File: src/rtl/sap1_pkg.sv
// Shared SAP-1 definitions: program RAM geometry and the loader state encoding.
package sap1_pkg;

    localparam int SAP1_RAM_DEPTH = 16;
    localparam int SAP1_ADDR_W    = 4;

    typedef enum logic [2:0] {
        IDLE,
        LOAD,
        VERIFY,
        DONE,
        ERROR
    } loader_state_t;

endpackage

File: src/rtl/sum8_acc.sv
// 8-bit modular accumulator with synchronous clear (clear wins over accumulate).
module sum8_acc (
    input  logic       clk,
    input  logic       n_rst,
    input  logic       clr,
    input  logic       en,
    input  logic [7:0] d,
    output logic [7:0] q
);

    always_ff @(posedge clk or negedge n_rst) begin
        if (!n_rst) begin
            q <= 8'h00;
        end else if (clr) begin
            q <= 8'h00;
        end else if (en) begin
            q <= q + d;
        end
    end

endmodule

File: src/rtl/ram_loader.sv
// Streams bytes into the SAP-1 program RAM, then reads them back and checks the sum.
module ram_loader
    import sap1_pkg::*;
#(
    parameter int DEPTH     = SAP1_RAM_DEPTH,
    parameter int ADDR_W    = SAP1_ADDR_W,
    parameter bit VERIFY_EN = 1'b1
) (
    input  logic              clk,
    input  logic              n_rst,
    input  logic              start,
    input  logic              s_valid,
    input  logic [7:0]        s_data,
    output logic              s_ready,
    output logic              ram_prog,
    output logic [ADDR_W-1:0] ram_addr,
    output logic [7:0]        ram_din,
    output logic              ram_n_ce,
    input  logic [7:0]        ram_dout,
    output logic              busy,
    output logic              done,
    output logic              error,
    output logic [7:0]        checksum
);

    localparam logic [ADDR_W-1:0] LAST_ADDR = ADDR_W'(DEPTH - 1);

    loader_state_t     state;
    logic [ADDR_W-1:0] addr;
    logic [7:0]        wsum;
    logic [7:0]        rsum;
    logic [7:0]        rsum_final;
    logic              idle_like;
    logic              accept_start;
    logic              load_hs;
    logic              last_hs;

    assign idle_like    = (state == IDLE) || (state == DONE) || (state == ERROR);
    assign accept_start = idle_like && start;
    assign load_hs      = (state == LOAD) && s_valid;
    assign last_hs      = load_hs && (addr == LAST_ADDR);
    assign rsum_final   = rsum + ram_dout;

    // Write strobe and data are the only paths straight from the source to the RAM.
    assign ram_prog = s_ready & s_valid;
    assign ram_din  = s_ready ? s_data : 8'h00;
    assign ram_addr = addr;
    assign checksum = wsum;

    sum8_acc u_wsum (
        .clk   (clk),
        .n_rst (n_rst),
        .clr   (accept_start),
        .en    (load_hs),
        .d     (s_data),
        .q     (wsum)
    );

    sum8_acc u_rsum (
        .clk   (clk),
        .n_rst (n_rst),
        .clr   (accept_start || last_hs),
        .en    (state == VERIFY),
        .d     (ram_dout),
        .q     (rsum)
    );

    // addr wraps to 0 on its own at the end of each phase because DEPTH == 2**ADDR_W.
    always_ff @(posedge clk or negedge n_rst) begin
        if (!n_rst) begin
            state    <= IDLE;
            addr     <= '0;
            s_ready  <= 1'b0;
            ram_n_ce <= 1'b1;
            busy     <= 1'b0;
            done     <= 1'b0;
            error    <= 1'b0;
        end else begin
            case (state)
                IDLE, DONE, ERROR: begin
                    if (start) begin
                        state    <= LOAD;
                        addr     <= '0;
                        s_ready  <= 1'b1;
                        ram_n_ce <= 1'b1;
                        busy     <= 1'b1;
                        done     <= 1'b0;
                        error    <= 1'b0;
                    end
                end
                LOAD: begin
                    if (s_valid) begin
                        addr <= addr + 1'b1;
                        if (addr == LAST_ADDR) begin
                            s_ready <= 1'b0;
                            if (VERIFY_EN) begin
                                state    <= VERIFY;
                                ram_n_ce <= 1'b0;
                            end else begin
                                state <= DONE;
                                busy  <= 1'b0;
                                done  <= 1'b1;
                            end
                        end
                    end
                end
                VERIFY: begin
                    addr <= addr + 1'b1;
                    if (addr == LAST_ADDR) begin
                        ram_n_ce <= 1'b1;
                        busy     <= 1'b0;
                        if (rsum_final == wsum) begin
                            state <= DONE;
                            done  <= 1'b1;
                        end else begin
                            state <= ERROR;
                            error <= 1'b1;
                        end
                    end
                end
                default: begin
                    state    <= IDLE;
                    addr     <= '0;
                    s_ready  <= 1'b0;
                    ram_n_ce <= 1'b1;
                    busy     <= 1'b0;
                    done     <= 1'b0;
                    error    <= 1'b0;
                end
            endcase
        end
    end

endmodule

File: config.mk
export PLATFORM = sky130hd
export DESIGN_NAME = ram_loader
export DESIGN_NICKNAME = d
export VERILOG_FILES = /design/src/rtl/sap1_pkg.sv /design/src/rtl/sum8_acc.sv /design/src/rtl/ram_loader.sv
export SDC_FILE = /design/constraint.sdc
export NUM_CORES = 1
export LEC_CHECK = 0
export BUFFER_PORTS_ARGS = -buffer_cell sky130_fd_sc_hd__buf_2
export CORE_ASPECT_RATIO = 1.2
export CORE_UTILIZATION = 50
export DETAILED_ROUTE_END_ITERATION = 7
export GPL_ROUTABILITY_DRIVEN = 0
export PLACE_DENSITY_LB_ADDON = 0.2
export SLEW_MARGIN = 20
export SYNTH_ARGS = -nofsm -noshare
export SYNTH_HDL_FRONTEND = slang
export SYNTH_SLANG_ARGS = --single-unit
File: constraint.sdc
create_clock -name clk -period 5.6 [get_ports clk]
set_clock_uncertainty 0.05 [all_clocks]
set_input_delay 0 -clock clk [delete_from_list [all_inputs] [get_ports clk]]
set_output_delay 0 -clock clk [all_outputs]
set_load 0.005 [all_outputs]
==> impl_results.md, run 1 <==
* Core area at 3970 um2
* Unrepaired setup endpoints after global routing: false
* CP Launch Type: flop
* Worst path cell trace: ha_1 -> fa_1 -> a21o_2 -> a21oi_1 -> mux2_2 -> a2111o_1 -> nor3b_4 -> a22o_1
* CP Buf/Inv Count at 0
* Switching part of the total at 43.5%
* CP arrival at 3.06 ns
* TritonCTS Buffers at 3
* Reg power frac at 31.5%
* Sink Count at 28
* Worst R2R Start: u_rsum.q[0]
* Dpl ws at 2.72 ns
* Via-per-instance ratio at 5.55
* Status: completed
* Vias at 1832
* 1st-pass router iterations at 4
* Most common cell in the synthesized netlist: dfrtp_1
* F_max at 0.346 GHz
* Post-Syn Area at 2100 um2
* Worst Path Max Fanout at 6
* Pin count of the biggest net entering global routing at 29
* Post-DP Area at 2370 um2
* Critical path's top delay family: compound AO/OA/AOI/OAI gates
* Die footprint at 4460 um2
* Ys async rst share at 100%
* CTS tree: done
* Vias in the first global route at 1770
* Least-Margin Pin Slew at 1.09 ns
* CP endpoint kind: flop
* Synth Register Bits at 28
* Die Span Y at 72.9 um
* Top post-synthesis cells by count: dfrtp_1, nand2_1, nor2_1
* Worst hold slack at 0.0236 ns
* Cell variety after synth at 49
* Maximum level of the CTS H-tree at 1
* Global-route wire length before repair at 7580 um
* Comb pwr share at 57.9%
* Die W at 61.1 um
* Max capacitance violation total at 0
* Layout overhead on the synthesized area at 16.4%
* Worst Hold End: busy
* Port Buf Inserts at 45
* Max incr delay on CP at 0.41 ns
* Routed len/inst at 13.2 um
* Antenna cells at 0
* Post-CTS Resized at 0
* Total grt overflow at 0
* Peak supply drop at 0.224 mV
* Fin crit period at 2.89 ns
* Root buffer cell: clkbuf_8
* Final setup viols at 0
* Hpwl dp at 3420 um
* Leak at 1.19 nW
* Fin util at 61.4%
* Post-synth EDFFs at 0
* Pwr dens at 496 nW/um2
* Worst-case reg-to-reg path depth at 8
* Critical Path RT at 5.77 ns
* P_int at 0.000683 W
* Clock Pin Slew Worst Setup and Hold Paths at 0.10 ns
* Dominant synthesized flop cell: dfrtp_1
* Hold Crit Start: start
* DRT Wirelength at 4350 um
* Synth top area cells: dfrtp_1, ha_1, xnor2_1
* Remaining antenna violation count at 0
* Clk pwr share at 10.6%
* Post-route cell area at 2440 um2
* Sequential share of the synthesized area at 33.5%
* Max Transition Viols Final at 0
* Reg2reg end: done
* Worst hold stages at 3
* Initial antenna violation count at 0
* Post-Syn Nets at 268
* Residual DRC count at 0
* Slack of the critical path at 2.71 ns
* Max clock buf depth at 2
* Max_slew headroom at 27.2%
* Mapped Cells at 231
* Share of layout cells above drive strength 1 at 21.0%
* Starting Density at 52.8%
* Worst hold-check path type: in -> reg
* Row count at 25
* Setup TNS at 0 ns
* CP max stage cell: fa_1
* Synth warnings at 0
* R2R setup slack at 2.71 ns
* # IOs at 46
* Worst-skew pair later-pin latency at 0.27 ns
* Avg Cell Area, Syn at 9.08 um2
* Fin crit share at 51.6%
* 1st-iter DRT viols at 65
* Top-area cell type share of the netlist area at 32.2%
* Hold Fails Final Rpt at 0
* All-Layer GR Usage at 22.2%
* Psw at 0.000526 W
* Fin nets at 314
* Dominant cell type by area after synthesis: dfrtp_1
* Critical path class: reg -> reg
how the worst max path moves through the flow:
stage / slack [ns] / depth (start not counted) / endpoint / from
floorplan: 2.93 / 8 / state[2] / u_rsum.q[0]
global placement: 2.81 / 8 / state[2] / u_rsum.q[0]
detailed placement: 2.72 / 8 / state[2] / u_rsum.q[0]
CTS: 2.72 / 8 / done / u_rsum.q[0]
global route: 2.58 / 8 / state[2] / u_rsum.q[0]
finish: 2.71 / 8 / done / u_rsum.q[0]
layer usage:
| metal | global-route usage, % | wire (um) | vias to the layer above |
|---|---|---|---|
| li1 | - | - | 937 |
| met1 | 29.9 | 2120 | 854 |
| met2 | 37.0 | 2070 | 37 |
| met3 | 2.48 | 120 | 4 |
| met4 | 6.82 | 44 | 0 |
| met5 | 0 | 0 | - |
through the flow:
stage,total power (W),cells
floorplan,0.000914,231
global placement,0.00107,324
detailed placement,0.00109,324
CTS,0.00122,330
global route,0.00133,330
finish,0.00121,330
layout by cell type (no fill, tap or decap), drive strengths merged, types with 2 or more instances in the layout:
cell / count
a211o: 2
a211oi: 4
a21o: 5
a21oi: 14
a22o: 11
a22oi: 2
and2: 11
buf: 45
clkbuf: 4
dfrtp: 27
dlygate4sd3: 2
fa: 2
ha: 15
inv: 4
nand2: 23
nand2b: 6
nand3: 2
nor2: 17
nor2b: 5
nor3: 8
nor3b: 3
o211ai: 2
o21a: 5
o21ai: 11
o21bai: 5
o22ai: 3
or2: 4
xnor2: 13
xor2: 4
repair_timing:
action | in CTS | in global routing
hold endpoints to repair | 28 | 0
endpoints found under the setup margin | 0 | 0
hold buffers | 2 | 0
buffers inserted | 0 | 0
flip-flops by register name, summed over array words and instances (netlist names), 3 cells and up:
| name | count |
|---|---|
| u_rsum.q | 8 |
| u_wsum.q | 8 |
| ram_addr | 4 |
| state | 3 |
power by group through the flow:
| stage | registers (W) | logic, W | clock network (W) |
|---|---|---|---|
| 5_1_grt | 0.000396 | 0.000796 | 0.000140 |
| 4_1_cts | 0.000380 | 0.000707 | 0.000131 |
| 2_1_floorplan | 0.000338 | 0.000576 | 0 |
| 3_3_place_gp | 0.000380 | 0.000695 | 0 |
| 3_5_place_dp | 0.000384 | 0.000704 | 0 |
| 6_report | 0.000381 | 0.000701 | 0.000128 |
final cells by class:
| cell class | instances | area, um2 |
|---|---|---|
| multi-input cells | 192 | 1350 |
| inverters | 5 | 18.8 |
| repair buffers | 47 | 245 |
| clock buffers | 4 | 55.1 |
| fillers | 386 | 1530 |
| well taps | 54 | 67.6 |
| flip-flops and latches | 28 | 702 |
cell families (layout without fill, tap and decap cells):
kind of cell	count (synthesis)	after routing	share of synthesized area, %
compound gates	72	72	24.0
xor+xnor	18	18	8.17
fa+ha+maj	17	17	10.9
buf+inv	11	56	2.03
flops	28	28	33.5
mux	1	1	0.537
simple gates	84	84	20.9
worst min-delay path, cell delays in order:
cell and delay [ns]:
buf_2 0.14, nor2_1 0.10, o32ai_1 0.07
Note: power is estimated with default switching activity, not from simulation.
==> run 2, diff against run 1 <==
Settings changed: ABC_AREA set to 1.
Clock period 5.6 ns to 2.65 ns, I/O delays scaled along.
==> run 2 against run 1 <==
  * Power is 110% higher
  * Via count grew 10%
  * Non-clock buffer count decreased by 1
  * Synthesized cell count is 27% higher
  * Setup slack lost 2.2 ns
  * Critical endpoint is now state[2]
==> impl_results.md, run 2 <==
* Critical Path RT at 2.77 ns (-3.00 ns)
* Peak supply drop at 0.688 mV (+210%)
* Synth Register Bits at 28 (unchanged)
* CTS tree: done
* CP startpoint: u_rsum.q[0]
* # IOs at 46 (unchanged)
* Post-synth EDFFs at 0 (unchanged)
* Total grt overflow at 0 (unchanged)
* Antenna cells at 0 (unchanged)
* Vias at 2016 (+10%)
* Worst R2R Start: u_rsum.q[0]
* Least-Margin Pin Slew at 0.654 ns (-0.431 ns)
* Most common cell after layout, fill and taps aside: nand2_1
* Critical path's top delay family: simple AND/OR/NAND/NOR gates
* CP max stage cell: fa_1
* Layout overhead on the synthesized area at 16.3% (about the same)
* Setup TNS at 0 ns (unchanged)
* Vias in the first global route at 1895 (+7.1%)
* Pin count of the biggest net entering global routing at 29 (unchanged)
* Clk pwr share at 10.4% (-0.2 points)
* Most frequent cells in the layout: nand2_1, inv_1, buf_2
* Comb pwr share at 60.5% (+2.6 points)
* Unrepaired setup endpoints after global routing: false
* Status: completed
* Post-Syn Nets at 331 (+24%)
* Slack of the critical path at 0.549 ns (-2.16 ns)
* CP endpoint kind: flop
* Starting Density at 53.8% (+1.0 points)
* Max Transition Viols Final at 0 (unchanged)
* Sink Count at 28 (unchanged)
* Dominant synthesized flop cell: dfrtp_1
* Critical path class: reg -> reg
* Post-CTS Resized at 0 (unchanged)
* Root buffer cell: clkbuf_8
* Mapped Cells at 294 (+27%)
* Sequential share of the synthesized area at 32.3% (-1.1 points)
* Avg Cell Area, Syn at 7.38 um2 (-19%)
* Leak at 1.44 nW (+21%)
* Top post-synthesis cells by count: nand2_1, inv_1, nand3_1
* Max clock buf depth at 2 (unchanged)
* Psw at 0.00127 W (+140%)
* 1st-iter DRT viols at 91 (+40%)
* Die W at 62.2 um (+1.7%)
* Register area at 702 um2 (unchanged)
* TritonCTS Buffers at 3 (unchanged)
* Worst path cell trace: ha_1 -> fa_1 -> nand2_1 -> nand2_2 -> nand3b_4 -> nand3_1 -> nand3_1 -> nand2_1 -> nor2_4 -> nand2_1 -> nand3_1 -> o21ai_1
* 1st-pass router iterations at 4 (unchanged)
* Remaining antenna violation count at 0 (unchanged)
* Filler cell count at 377 (-2.3%)
* Maximum level of the CTS H-tree at 1 (unchanged)
* Max incr delay on CP at 0.41 ns (about the same)
* Fin crit period at 2.10 ns (-0.791 ns)
* Fin nets at 381 (+21%)
* Worst hold-check path type: in -> reg
* Area of the multi-input gates at 1240 um2 (-8.6%)
* DRT Wirelength at 4930 um (+13%)
* Levels on crit path at 12 (+4)
* Initial antenna violation count at 0 (unchanged)
* Core area at 4040 um2 (+1.6%)
* Max capacitance violation total at 0 (unchanged)
* Via-per-instance ratio at 5.08 (-8.5%)
* Die Span Y at 74.2 um (+1.7%)
* Pwr dens at 1020 nW/um2 (+110%)
* Port Buf Inserts at 45 (unchanged)
* Row count at 25 (unchanged)
* P_int at 0.00131 W (+91%)
* Die footprint at 4610 um2 (+3.4%)
* Top-area cell type share of the netlist area at 31.1% (-1.1 points)
* Reg2reg end: state[2]
* All-Layer GR Usage at 23.0% (+0.77 points)
* Worst-skew pair later-pin latency at 0.27 ns (about the same)
* Total power at 0.00257 W (+110%)
* Synth top area cells: dfrtp_1, nand2_1, inv_1
* R2R setup slack at 0.55 ns (-2.16 ns)
* Routed len/inst at 12.4 um (-5.8%)
* Ys async rst share at 100% (unchanged)
* CP Launch Type: flop
* Global-route wire length before repair at 8280 um (+9.3%)
* Max_slew headroom at 56.4% (+29 points)
* Residual DRC count at 0 (unchanged)
* CP arrival at 2.22 ns (-0.84 ns)
* Switching part of the total at 49.2% (+5.7 points)
* Dpl ws at 0.561 ns (-2.16 ns)
* Hold Fails Final Rpt at 0 (unchanged)
* Post-route cell area at 2520 um2 (+3.4%)
* Dominant cell type by area after synthesis: dfrtp_1
* Synth warnings at 0 (unchanged)
* Hpwl dp at 3890 um (+14%)
* Share of layout cells above drive strength 1 at 24.2% (+3.2 points)
* Most common cell in the synthesized netlist: nand2_1
* Clock Pin Slew Worst Setup and Hold Paths at 0.10 ns (about the same)
* Post-DP Area at 2460 um2 (+4.0%)
* CP Buf/Inv Count at 0 (unchanged)
* CP endpoint: state[2]
* Post-Syn Area at 2170 um2 (+3.5%)
* Final setup viols at 0 (unchanged)
* Fin crit share at 79.3% (+28 points)
* F_max at 0.476 GHz (+38%)
* Worst-case reg-to-reg path depth at 12 (+4)
* Cell variety after synth at 32 (-35%)
* Reg power frac at 29.1% (-2.4 points)
* Worst Path Max Fanout at 3 (-3)
run 2: changes by cell type in the layout (fill, tap and decap cells not counted), sizes merged, moves of 10 or more:
| cell | before | now |
|---|---|---|
| nand3 | 2 | 39 |
| nand2 | 23 | 74 |
| and2 | 11 | 0 |
| xnor2 | 13 | 2 |
| inv | 4 | 61 |
| o21ai | 11 | 21 |
| a22o | 11 | 0 |
run 2: tightest hold or removal path, delay by kind of cell:
family          cells  cell delay, ns
compound gates      1            0.05
fa+ha+maj           1            0.13
buf+inv             1            0.09
simple gates        1            0.04
run 2: cells by family (layout without fill, tap and decap cells):
group	Yosys count	count (layout)	share of synthesized area [%]
AOI/OAI and AO/OA	48	48	13.7
DFF	28	28	32.3
buffers and inverters	62	111	10.7
adders and majority gates	17	17	10.5
and+or+nand+nor	135	135	31.1
xor gates and xnor gates	4	4	1.61
run 2: layer usage:
layer	track usage, %	part of all wire (%)
met3	2.76	3.8
met4	6.46	1.6
met5	0	0
met2	46.2	52
met1	25.8	43
run 2: power groups by stage:
stage	Sequential, W	Combinational, W	Clock (W)
3_3_place_gp	0.000750	0.00153	0
3_5_place_dp	0.000755	0.00156	0
2_1_floorplan	0.000710	0.00117	0
5_1_grt	0.000773	0.00178	0.000291
6_report	0.000748	0.00156	0.000268
4_1_cts	0.000747	0.00157	0.000275
run 2: worst min-delay path by stage:
stage                   to  cells after the start       from  slack, ns
2_1_floorplan         busy                      0      n_rst      -0.35
3_3_place_gp   ram_addr[1]                      1      n_rst       0.02
3_5_place_dp   ram_addr[1]                      1      n_rst       0.02
4_1_cts        u_wsum.q[0]                      4  s_data[0]       0.02
5_1_grt        u_wsum.q[0]                      4  s_data[0]       0.06
6_report       u_wsum.q[0]                      4  s_data[0]       0.03
run 2: per-stage QoR:
stage	cells	hold slack (ns)	util (%)
floorplan	294	-0.346	-
global placement	392	0.0225	61.0
detailed placement	392	0.0190	61.0
CTS	397	0.0223	62.6
global route	397	0.0569	62.6
finish	397	0.0268	62.6
run 2: what timing repair did:
action / 4_1_cts / 5_1_grt
buffers inserted: 0 / 0
hold endpoints to repair: 27 / 0
hold buffers: 1 / 0
run 2: area by class of cell:
type | instances | area share, %
clock buffers | 4 | 2.18
inverters | 61 | 9.07
multi-input cells | 204 | 49.0
flip-flops and latches | 28 | 27.8
well taps | 54 | 2.68
repair buffers | 46 | 9.32
==> run 3, diff against run 2 <==
Clock period 2.65 ns to 2.2 ns, I/O delays scaled along.
==> run 3 against run 2 <==
  * Setup slack worse by 0.42 ns
  * Global-route usage is 0.22 points higher
  * Flip-flop and latch count unchanged
  * Power rose by 21%
  * Critical path type unchanged
  * Largest power group unchanged
==> impl_results.md, run 3 (synthesis gave the netlist of run 2 again) <==
* Maximum level of the CTS H-tree at 1 (unchanged)
* CP Buf/Inv Count at 1 (+1)
* Fin crit period at 2.07 ns (-0.0260 ns)
* Antenna cells at 0 (unchanged)
* Max incr delay on CP at 0.54 ns (+0.13 ns)
* Residual DRC count at 0 (unchanged)
* Fin util at 62.9% (+0.37 points)
* TritonCTS Buffers at 3 (unchanged)
* CTS tree: done
* Remaining antenna violation count at 0 (unchanged)
* F_max at 0.482 GHz (+1.3%)
* Area of the multi-input gates at 1250 um2 (+0.81%)
* Worst-skew pair later-pin latency at 0.28 ns (about the same)
* Vias in the first global route at 1906 (+0.58%)
* Starting Density at 53.8% (unchanged)
* 1st-iter DRT viols at 92 (+1.1%)
* Leak at 1.44 nW (about the same)
* Levels on crit path at 10 (-2)
* Total grt overflow at 0 (unchanged)
* # IOs at 46 (unchanged)
* Worst R2R Start: u_rsum.q[0]
* Row count at 25 (unchanged)
* CP endpoint kind: flop
* CP Launch Type: flop
* Critical Path RT at 2.36 ns (-0.41 ns)
* Initial antenna violation count at 0 (unchanged)
* Peak supply drop at 0.785 mV (+14%)
* Most common cell after layout, fill and taps aside: nand2_1
* Port Buf Inserts at 45 (unchanged)
* Fin crit share at 94.3% (+15 points)
* Critical path class: reg -> reg
* Via-per-instance ratio at 5.10 (+0.39%)
* R2R setup slack at 0.13 ns (-0.42 ns)
* Critical path's top delay family: adder cells
* Most frequent cells in the layout: nand2_1, inv_1, buf_2
* Max clock buf depth at 2 (unchanged)
* CP startpoint: u_rsum.q[0]
* Core area at 4040 um2 (unchanged)
* Root buffer cell: clkbuf_8
* CP endpoint: state[1]
* Clock Pin Slew Worst Setup and Hold Paths at 0.10 ns (about the same)
* Status: completed
* Fin nets at 383 (+0.52%)
* Worst path cell trace: ha_2 -> fa_2 -> nand2_1 -> a22oi_2 -> nand3_1 -> inv_1 -> nand2_1 -> nor2_4 -> nand3_2 -> a21oi_1
* Layout overhead on the synthesized area at 17.0%
* Least-Margin Pin Slew at 0.656 ns (+0.00212 ns)
* Die footprint at 4610 um2 (unchanged)
* Max Transition Viols Final at 0 (unchanged)
* Vias at 2034 (+0.89%)
* Filler cell count at 383 (+1.6%)
* Routed len/inst at 12.6 um (+1.5%)
* Worst hold-check path type: in -> reg
* DRT Wirelength at 5030 um (+2.0%)
* Max capacitance violation total at 0 (unchanged)
* Share of layout cells above drive strength 1 at 25.2% (+1.0 points)
* Reg2reg end: state[1]
* 1st-pass router iterations at 4 (unchanged)
* Register area at 702 um2 (unchanged)
* CP arrival at 2.24 ns (+0.02 ns)
* Sink Count at 28 (unchanged)
* All-Layer GR Usage at 23.2% (+0.22 points)
* Most frequent CP cell: nand2_1
* Worst Path Max Fanout at 3 (unchanged)
* Hold Fails Final Rpt at 0 (unchanged)
* Die Span Y at 74.2 um (unchanged)
* Worst hold slack at 0.0331 ns (+0.00629 ns)
* Max_slew headroom at 56.2% (-0.14 points)
* Die W at 62.2 um (unchanged)
* Pin count of the biggest net entering global routing at 29 (unchanged)
* Pwr dens at 1230 nW/um2 (+20%)
* Final setup viols at 0 (unchanged)
* CP max stage cell: fa_2
* Global-route wire length before repair at 8360 um (+0.99%)
* Hpwl dp at 3950 um (+1.5%)
* Worst-case reg-to-reg path depth at 10 (-2)
==> run 3: what timing repair did <==
action | CTS | global route
buffers inserted | 0 | 1
setup endpoints to repair | 0 | 5
hold buffers | 1 | 0
endpoints found under the hold margin | 27 | 0
resized for setup | 0 | 3
==> run 3: worst min path at each step <==
stage	startpoint	end	slack [ns]	cells past startpoint
2_1_floorplan	n_rst	busy	-0.35	0
3_3_place_gp	n_rst	ram_addr[1]	0.02	1
3_5_place_dp	n_rst	u_wsum.q[0]	0.02	1
4_1_cts	s_data[0]	u_wsum.q[0]	0.03	4
5_1_grt	s_data[0]	u_wsum.q[0]	0.06	4
6_report	s_data[0]	u_wsum.q[0]	0.03	4
==> run 3: per-layer routing <==
layer  wire (um)  track usage [%]  share of wire [%]  up-vias
met2        2630             46.4                 52       34
met5           0                0                  0        -
met1        2240             26.8                 44      944
met3         106             1.69                2.1        6
li1            -                -                  -     1050
met4          57             6.72                1.1        0
==> run 3: tightest hold or removal path, cell delays in order <==
cell and delay [ns]:
buf_2 0.09, ha_1 0.13, nand2_1 0.05, o21ai_0 0.06
==> run 3: report_power, final <==
part	switching, W	internal, W	total (W)
clock	0.000169	0.000130	0.000299
sequential	0.000193	0.000708	0.000901
combinational	0.00119	0.000731	0.00192
==> run 3: through the flow <==
stage                     area [um2]  std cells  worst slack (ns)  power [W]  setup TNS (ns)
after floorplan                 2170        294             0.272    0.00227               0
after global placement          2470        393             0.168    0.00276               0
after CTS                       2520        398             0.117    0.00311               0
after detailed placement        2470        393             0.118    0.00280               0
after global routing            2540        399           -0.0285    0.00342          -0.101
final                           2540        399             0.125    0.00312               0
==> run 3: layout make-up <==
class                           instances  area share, %
Clock buffer                            4           1.77
Inverter                               61           9.01
Multi-Input combinational cell        204           49.1
Sequential cell                        28           27.6
Tap cell                               54           2.66
Timing Repair Buffer                   48           9.85
